--- src/rtl/sha256_block_sequencer_if.sv ---
// Block-in / digest-out handshake and status bundle between system logic and the SHA-256 sequencer.
// slave = sequencer side, master = system side that offers blocks and consumes digests.
interface sha256_block_sequencer_if;
  logic         i_blk_valid;
  logic         o_blk_ready;
  logic [511:0] i_blk;
  logic         o_digest_valid;
  logic         i_digest_ready;
  logic [255:0] o_digest;
  logic         o_err;
  logic [1:0]   o_err_code;
  logic         o_busy;

  modport slave (
    input  i_blk_valid, i_blk, i_digest_ready,
    output o_blk_ready, o_digest_valid, o_digest, o_err, o_err_code, o_busy
  );

  modport master (
    output i_blk_valid, i_blk, i_digest_ready,
    input  o_blk_ready, o_digest_valid, o_digest, o_err, o_err_code, o_busy
  );
endinterface

--- src/rtl/sha256_block_sequencer.sv ---
// Drives one sha256_core byte port to hash a 512-bit block; latency CRST+66+W+33 cycles to digest.
// Blocks accepted only in IDLE; digest held in DONE for as long as the consumer stalls.
module sha256_block_sequencer #(
  parameter int         CRST_CYCLES    = 2,
  parameter int         TIMEOUT_CYCLES = 255,
  parameter logic [7:0] WHO_AM_I_VAL   = 8'h07
) (
  input  logic                           i_clk,
  input  logic                           i_rst,
  sha256_block_sequencer_if.slave        bus,
  output logic                           o_core_rst_n,
  output logic [6:0]                     o_core_addr,
  output logic [7:0]                     o_core_data8,
  output logic                           o_core_we,
  input  logic [7:0]                     i_core_data8,
  input  logic                           i_core_irq
);
  localparam int TW = $clog2(TIMEOUT_CYCLES + 1);

  typedef enum logic [3:0] {
    ST_IDLE, ST_CRST, ST_IDCHK, ST_LOAD, ST_START,
    ST_WAIT, ST_READ, ST_CLEAR, ST_DONE, ST_ERR
  } state_t;

  state_t         state_q, state_d;
  logic [6:0]     cnt_q, cnt_d;
  logic [TW-1:0]  timer_q, timer_d;
  logic [511:0]   blk_q, blk_d;
  logic [255:0]   digest_q, digest_d;
  logic           err_q, err_d;
  logic [1:0]     err_code_q, err_code_d;
  logic           blk_ready_q, blk_ready_d;
  logic           digest_valid_q, digest_valid_d;
  logic           busy_q, busy_d;
  logic           core_rst_n_q, core_rst_n_d;
  logic           we_q, we_d;
  logic [6:0]     addr_q, addr_d;
  logic [7:0]     data_q, data_d;

  always_comb begin
    state_d    = state_q;
    cnt_d      = cnt_q;
    timer_d    = timer_q;
    blk_d      = blk_q;
    digest_d   = digest_q;
    err_d      = err_q;
    err_code_d = err_code_q;
    case (state_q)
      ST_IDLE: begin
        if (bus.i_blk_valid && blk_ready_q) begin
          blk_d      = bus.i_blk;
          err_d      = 1'b0;
          err_code_d = 2'b00;
          cnt_d      = 7'd0;
          state_d    = ST_CRST;
        end
      end
      ST_CRST: begin
        if (cnt_q == 7'(CRST_CYCLES - 1)) begin
          cnt_d   = 7'd0;
          state_d = ST_IDCHK;
        end else begin
          cnt_d = cnt_q + 7'd1;
        end
      end
      ST_IDCHK: begin
        cnt_d = 7'd0;
        if (i_core_data8 != WHO_AM_I_VAL) begin
          err_d      = 1'b1;
          err_code_d = 2'b01;
          state_d    = ST_ERR;
        end else begin
          state_d = ST_LOAD;
        end
      end
      ST_LOAD: begin
        if (cnt_q == 7'd63) begin
          cnt_d   = 7'd0;
          state_d = ST_START;
        end else begin
          cnt_d = cnt_q + 7'd1;
        end
      end
      ST_START: begin
        timer_d = '0;
        state_d = ST_WAIT;
      end
      ST_WAIT: begin
        if (i_core_irq) begin
          cnt_d   = 7'd0;
          state_d = ST_READ;
        end else if (timer_q == TW'(TIMEOUT_CYCLES - 1)) begin
          err_d      = 1'b1;
          err_code_d = 2'b10;
          state_d    = ST_ERR;
        end else begin
          timer_d = timer_q + TW'(1);
        end
      end
      ST_READ: begin
        // read mux is combinational on the registered address, so this byte belongs to cnt_q
        digest_d[{cnt_q[4:0], 3'b000} +: 8] = i_core_data8;
        if (cnt_q == 7'd31) begin
          cnt_d   = 7'd0;
          state_d = ST_CLEAR;
        end else begin
          cnt_d = cnt_q + 7'd1;
        end
      end
      ST_CLEAR: state_d = ST_DONE;
      ST_DONE:  if (bus.i_digest_ready) state_d = ST_IDLE;
      ST_ERR:   state_d = ST_IDLE;
      default:  state_d = ST_IDLE;
    endcase
  end

  // Outputs are decoded from the next state so the registered port matches the state it is in.
  always_comb begin
    blk_ready_d    = (state_d == ST_IDLE);
    busy_d         = (state_d != ST_IDLE);
    digest_valid_d = (state_d == ST_DONE);
    core_rst_n_d   = !((state_d == ST_CRST) || (state_d == ST_ERR));
    addr_d         = 7'd0;
    data_d         = 8'h00;
    we_d           = 1'b0;
    case (state_d)
      ST_IDCHK: addr_d = 7'd64;
      ST_LOAD: begin
        addr_d = cnt_d;
        data_d = blk_d[{cnt_d[5:0], 3'b000} +: 8];
        we_d   = 1'b1;
      end
      ST_START: begin
        addr_d = 7'd65;
        data_d = 8'h01;
        we_d   = 1'b1;
      end
      ST_WAIT:  addr_d = 7'd65;
      ST_READ:  addr_d = 7'd70 + cnt_d;
      ST_CLEAR: begin
        addr_d = 7'd65;
        data_d = 8'h00;
        we_d   = 1'b1;
      end
      default: ;
    endcase
  end

  always_ff @(posedge i_clk) begin
    if (i_rst) begin
      state_q        <= ST_IDLE;
      cnt_q          <= 7'd0;
      timer_q        <= '0;
      blk_q          <= '0;
      digest_q       <= '0;
      err_q          <= 1'b0;
      err_code_q     <= 2'b00;
      blk_ready_q    <= 1'b0;
      digest_valid_q <= 1'b0;
      busy_q         <= 1'b0;
      core_rst_n_q   <= 1'b0;
      we_q           <= 1'b0;
      addr_q         <= 7'd0;
      data_q         <= 8'h00;
    end else begin
      state_q        <= state_d;
      cnt_q          <= cnt_d;
      timer_q        <= timer_d;
      blk_q          <= blk_d;
      digest_q       <= digest_d;
      err_q          <= err_d;
      err_code_q     <= err_code_d;
      blk_ready_q    <= blk_ready_d;
      digest_valid_q <= digest_valid_d;
      busy_q         <= busy_d;
      core_rst_n_q   <= core_rst_n_d;
      we_q           <= we_d;
      addr_q         <= addr_d;
      data_q         <= data_d;
    end
  end

  assign bus.o_blk_ready    = blk_ready_q;
  assign bus.o_digest_valid = digest_valid_q;
  assign bus.o_digest       = digest_q;
  assign bus.o_err          = err_q;
  assign bus.o_err_code     = err_code_q;
  assign bus.o_busy         = busy_q;
  assign o_core_rst_n       = core_rst_n_q;
  assign o_core_addr        = addr_q;
  assign o_core_data8       = data_q;
  assign o_core_we          = we_q;
endmodule

--- src/flat_wrapper.sv ---
// flat-port wrapper written by rule: the top's interface ports become plain ports
module sha256_block_sequencer_flat 
#(
  parameter int         CRST_CYCLES    = 2,
  parameter int         TIMEOUT_CYCLES = 255,
  parameter logic [7:0] WHO_AM_I_VAL   = 8'h07
)
  (i_clk, i_rst, o_core_rst_n, o_core_addr, o_core_data8, o_core_we, i_core_data8, i_core_irq, bus_i_blk_valid, bus_i_blk, bus_i_digest_ready, bus_o_blk_ready, bus_o_digest_valid, bus_o_digest, bus_o_err, bus_o_err_code, bus_o_busy);
  sha256_block_sequencer_if bus_i ();
  input  logic i_clk;
  input  logic i_rst;
  output logic o_core_rst_n;
  output logic [6:0] o_core_addr;
  output logic [7:0] o_core_data8;
  output logic o_core_we;
  input  logic [7:0] i_core_data8;
  input  logic i_core_irq;
  input wire logic [$bits(bus_i.i_blk_valid)-1:0] bus_i_blk_valid;
  input wire logic [$bits(bus_i.i_blk)-1:0] bus_i_blk;
  input wire logic [$bits(bus_i.i_digest_ready)-1:0] bus_i_digest_ready;
  output wire logic [$bits(bus_i.o_blk_ready)-1:0] bus_o_blk_ready;
  output wire logic [$bits(bus_i.o_digest_valid)-1:0] bus_o_digest_valid;
  output wire logic [$bits(bus_i.o_digest)-1:0] bus_o_digest;
  output wire logic [$bits(bus_i.o_err)-1:0] bus_o_err;
  output wire logic [$bits(bus_i.o_err_code)-1:0] bus_o_err_code;
  output wire logic [$bits(bus_i.o_busy)-1:0] bus_o_busy;
  assign bus_i.i_blk_valid = bus_i_blk_valid;
  assign bus_i.i_blk = bus_i_blk;
  assign bus_i.i_digest_ready = bus_i_digest_ready;
  assign bus_o_blk_ready = bus_i.o_blk_ready;
  assign bus_o_digest_valid = bus_i.o_digest_valid;
  assign bus_o_digest = bus_i.o_digest;
  assign bus_o_err = bus_i.o_err;
  assign bus_o_err_code = bus_i.o_err_code;
  assign bus_o_busy = bus_i.o_busy;
  sha256_block_sequencer #(.CRST_CYCLES(CRST_CYCLES), .TIMEOUT_CYCLES(TIMEOUT_CYCLES), .WHO_AM_I_VAL(WHO_AM_I_VAL)) u_core (.i_clk(i_clk), .i_rst(i_rst), .bus(bus_i), .o_core_rst_n(o_core_rst_n), .o_core_addr(o_core_addr), .o_core_data8(o_core_data8), .o_core_we(o_core_we), .i_core_data8(i_core_data8), .i_core_irq(i_core_irq));
endmodule
--- config.mk ---
export PLATFORM = sky130hd
export DESIGN_NAME = sha256_block_sequencer_flat
export DESIGN_NICKNAME = d
export VERILOG_FILES = /design/src/rtl/sha256_block_sequencer_if.sv /design/src/rtl/sha256_block_sequencer.sv /design/src/flat_wrapper.sv
export SDC_FILE = /design/constraint.sdc
export NUM_CORES = 2
export LEC_CHECK = 0
export ABC_CLOCK_PERIOD_IN_PS = 7100
export CAP_MARGIN = 25
export CORE_MARGIN = 3
export CORE_UTILIZATION = 35
export CTS_CLUSTER_DIAMETER = 200
export DETAILED_ROUTE_END_ITERATION = 8
export GPL_TIMING_DRIVEN = 0
export MAX_ROUTING_LAYER = met4
export PLACE_DENSITY_LB_ADDON = 0.08
export SYNTH_ARGS = -nofsm -noshare
export SYNTH_HDL_FRONTEND = slang
export SYNTH_SLANG_ARGS = --single-unit
--- constraint.sdc ---
create_clock -name i_clk -period 7.1 [get_ports i_clk]
set_input_delay 1.775 -clock i_clk [delete_from_list [all_inputs] [get_ports i_clk]]
set_output_delay 1.775 -clock i_clk [all_outputs]
set_load 0.05 [all_outputs]
==> out/results.md <==
### Placement
- 0.0558 ns — pre-CTS setup slack
- 1.07 — Routability Congestion
- 803 — count of input and output buffers
- 180000 um — half-perimeter wire length after detailed placement

### Timing
- no — setup repair after global routing missed its margin
- 6.80 ns — time the final worst path needs with I/O delays and setup
- 0.303 ns — setup ws final
- 147 MHz — upper clock frequency limit
- 0 — Hold Violations, Final
- 0 — final max-slew violation count
- 13.9% — slew margin rel.
- 0.454 ns — WHS
- 1.26 ns — Tightest Pin Transition
- 95.7% — period utilisation layout
- 0 ns — TNS Setup
- 0 — setup-violating endpoint count in the final report
- 0.0276 ns — worst-case clock skew

### Yosys
- 5233 — number of nets in the synthesized netlist
- 86 — post-synth cell types
- 0 — number of synthesized flops with an enable pin
- 4700 — Syn Inst Count
- sky130_fd_sc_hd__dfxtp_1 — dominant register cell in the synthesized netlist
- 35600 um2 — Syn Std Cell Area
- 45.5% — sequential share of the synthesized area
- 0% — share of flip-flops with an asynchronous set or reset after synthesis
- 810 — count of state elements after synthesis
- 7.58 um2 — mean area per synthesized cell
- 0 — number of warning messages in the yosys log

### Min path
- flop to flop — Hold Path Class

### Power and ir drop
- 269 nW/um2 — power density normalized to cell area
- 0.000161 V — maximum vdd drop
- 0.0176 uW — leakage power summed over all cells

### Global routing
- 13 — pin count of the biggest net entering global routing
- 0 — final global-route overflow total
- 39000 — vias in the first global route
- 318000 um — first-pass GRT wire length
- 42 — initial antenna violation count
- 44.3% — All-Layer GR Usage

### Worst setup path
- flop — CP endpoint kind
- 7.33 ns — data arrival time of the critical path
- input pin to flop — Setup CP Type
- 10 — Max Fanout on Critical Path
- input pin — Critical Path Start Type
- 7.64 ns — critical path data required time

### Floorplanning
- 804 — number of ports placed on the die boundary
- 35.5% — Starting Density
- 325 um — Die Y-Extent
- 325 um — die span in x
- 100000 um2 — Core Region
- 116 — number of placement rows
- 106000 um2 — total die area

### Clocking
- sky130_fd_sc_hd__clkbuf_16 — root cell of the clock tree
- 94 — Inserted Clock Buffers
- 0 — quantity of gates resized following cts
- done — CTS tree
- 3 — maximum clock insertion buffer count
- 0.06 ns — post-CTS clock slew at the launch and capture registers of the worst setup and hold paths
- 0 — Setup Buffers After CTS
- 810 — sinks on the clock net
- 3 — number of H-tree branching levels
- 0.70 ns — clock insertion delay at the later pin of the skew report
- 0 — hold buffer count at cts

### Status
- finished with violations — result of the run
- DRC — violated checks

### Route
- 5.95 — Vias per Instance
- 9 — first-pass iteration count of the detailed router
- 0 — post-route antenna net violation count
- 6436 — 1st-iter DRT viols
- 42400 — routed vias
- 1 — number of DRC violations after detailed routing
- 33.5 um — WL/cell
- 238000 um — final wirelength

### Layout
- 38.4% — layout-stage area growth over the synthesis result
- 10300 — number of fill cells
- sky130_fd_sc_hd__nand2_1, sky130_fd_sc_hd__dfxtp_1, sky130_fd_sc_hd__clkdlybuf4s50_1 — commonest cells after routing, fill and taps aside
- 6.50% — fraction of final layout cells with drive strength greater than 1
- 16200 um2 — storage element area
- sky130_fd_sc_hd__nand2_1 — most common cell after layout, fill and taps aside
- 17600 um2 — combined area of the multi-input logic cells
- 6179 — net total in the final layout

### Job
- 0 — Max Cap Viol

[worst paths after layout]
path | from | to | slack (ns) | cells past startpoint
setup / recovery | bus_i_blk_valid | u_core.o_core_data8[6] | 0.30 | 15
hold / removal | u_core.blk_q[430] | u_core.blk_q[430] | 0.45 | 2
setup reg to reg | u_core.cnt_q[1] | u_core.o_core_data8[5] | 0.49 | 14
hold reg to reg | u_core.blk_q[430] | u_core.blk_q[430] | 0.45 | 2
[power by group]
part	internal, uW	switching (uW)	total (uW)	leakage, uW
logic	859	2450	3310	0.00954
registers	4770	132	4900	0.00657
clock network	2910	2130	5040	0.00154
total	8530	4700	13200	0.0176
[per-stage QoR]
step	utilization, %	total power [uW]	area, um2	std cells
floorplan	-	6210	35600	4700
global placement	45.1	7930	45300	6860
detailed placement	45.8	8010	46000	6904
CTS	48.9	12900	49100	7073
global route	49.0	13300	49300	7111
finish	49.1	13200	49300	7113
[layout make-up]
cell class	instances	area share, %
diodes	37	0.188
plain buffers	382	3.60
clock buffers	141	5.71
clock inverters	28	0.622
inverters	13	0.104
multi-input cells	3495	35.7
flip-flops and latches	810	32.9
well taps	1357	3.45
repair buffers	850	17.7
[flip-flops by register name (all words and copies together) (netlist names)]
register,count
u_core.timer_q,8
u_core.o_core_data8,8
u_core.o_core_addr,7
u_core.bus.o_err_code,2
u_core.bus.o_blk_ready,1
u_core.bus.o_digest,256
u_core.o_core_we,1
u_core.bus.o_digest_valid,1
u_core.o_core_rst_n,1
u_core.state_q,4
u_core.bus.o_busy,1
u_core.cnt_q,7
u_core.blk_q,512
u_core.bus.o_err,1
[cell usage after synthesis (15+ instances only)]
cell type                   count  area (um2)
sky130_fd_sc_hd__a211oi_1      60         450
sky130_fd_sc_hd__a21oi_1      684        3420
sky130_fd_sc_hd__a311oi_1      17         149
sky130_fd_sc_hd__a31oi_1      102         638
sky130_fd_sc_hd__and2_1        21         131
sky130_fd_sc_hd__and3_1        51         319
sky130_fd_sc_hd__buf_1         15        56.3
sky130_fd_sc_hd__buf_2        109         546
sky130_fd_sc_hd__buf_6         20         225
sky130_fd_sc_hd__clkbuf_1     224         841
sky130_fd_sc_hd__dfxtp_1      810       16200
sky130_fd_sc_hd__mux2i_1      190        1900
sky130_fd_sc_hd__nand2_1     1365        5120
sky130_fd_sc_hd__nand3_1       96         480
sky130_fd_sc_hd__nand4_1       26         163
sky130_fd_sc_hd__nor2_1       416        1560
sky130_fd_sc_hd__nor3_1       120         601
sky130_fd_sc_hd__nor4_1        17         106
sky130_fd_sc_hd__o2111ai_1     33         289
sky130_fd_sc_hd__o211ai_1      21         158
sky130_fd_sc_hd__o21ai_0       92         460
sky130_fd_sc_hd__o21ai_1       16        80.1
[layer usage]
metal  vias to the layer above  share of wire (%)  GRT usage [%]
li1                      18000                  -              -
met1                     20100                 38           53.9
met2                      3368                 41           61.6
met3                       821                 14           17.2
met4                         0                7.4           26.4
met5                         -                  0              -
[logic make-up after synthesis]
| group | synth area share [%] |
|---|---|
| muxes | 5.44 |
| AOI/OAI and AO/OA | 18.3 |
| and+or+nand+nor | 25.0 |
| DFF | 45.5 |
| xor gates and xnor gates | 0.320 |
| adders and majority gates | 0.281 |
| buffers and inverters | 5.12 |
[worst max-delay path, cell delays in order]
cell and delay (ns):
sky130_fd_sc_hd__clkdlybuf4s50_1 0.43, sky130_fd_sc_hd__nand2_1 0.17, sky130_fd_sc_hd__nor2_1 0.07, sky130_fd_sc_hd__nand2_1 0.15, sky130_fd_sc_hd__clkbuf_1 0.80, sky130_fd_sc_hd__clkbuf_1 0.78, sky130_fd_sc_hd__buf_8 0.27, sky130_fd_sc_hd__clkbuf_1 0.52
sky130_fd_sc_hd__buf_8 0.25, sky130_fd_sc_hd__o21ai_1 0.09, sky130_fd_sc_hd__a31oi_1 0.15, sky130_fd_sc_hd__nor3_1 0.08, sky130_fd_sc_hd__nor4_1 0.96, sky130_fd_sc_hd__a31oi_1 0.29, sky130_fd_sc_hd__a22oi_1 0.50
(Power assumes the default switching activity.)
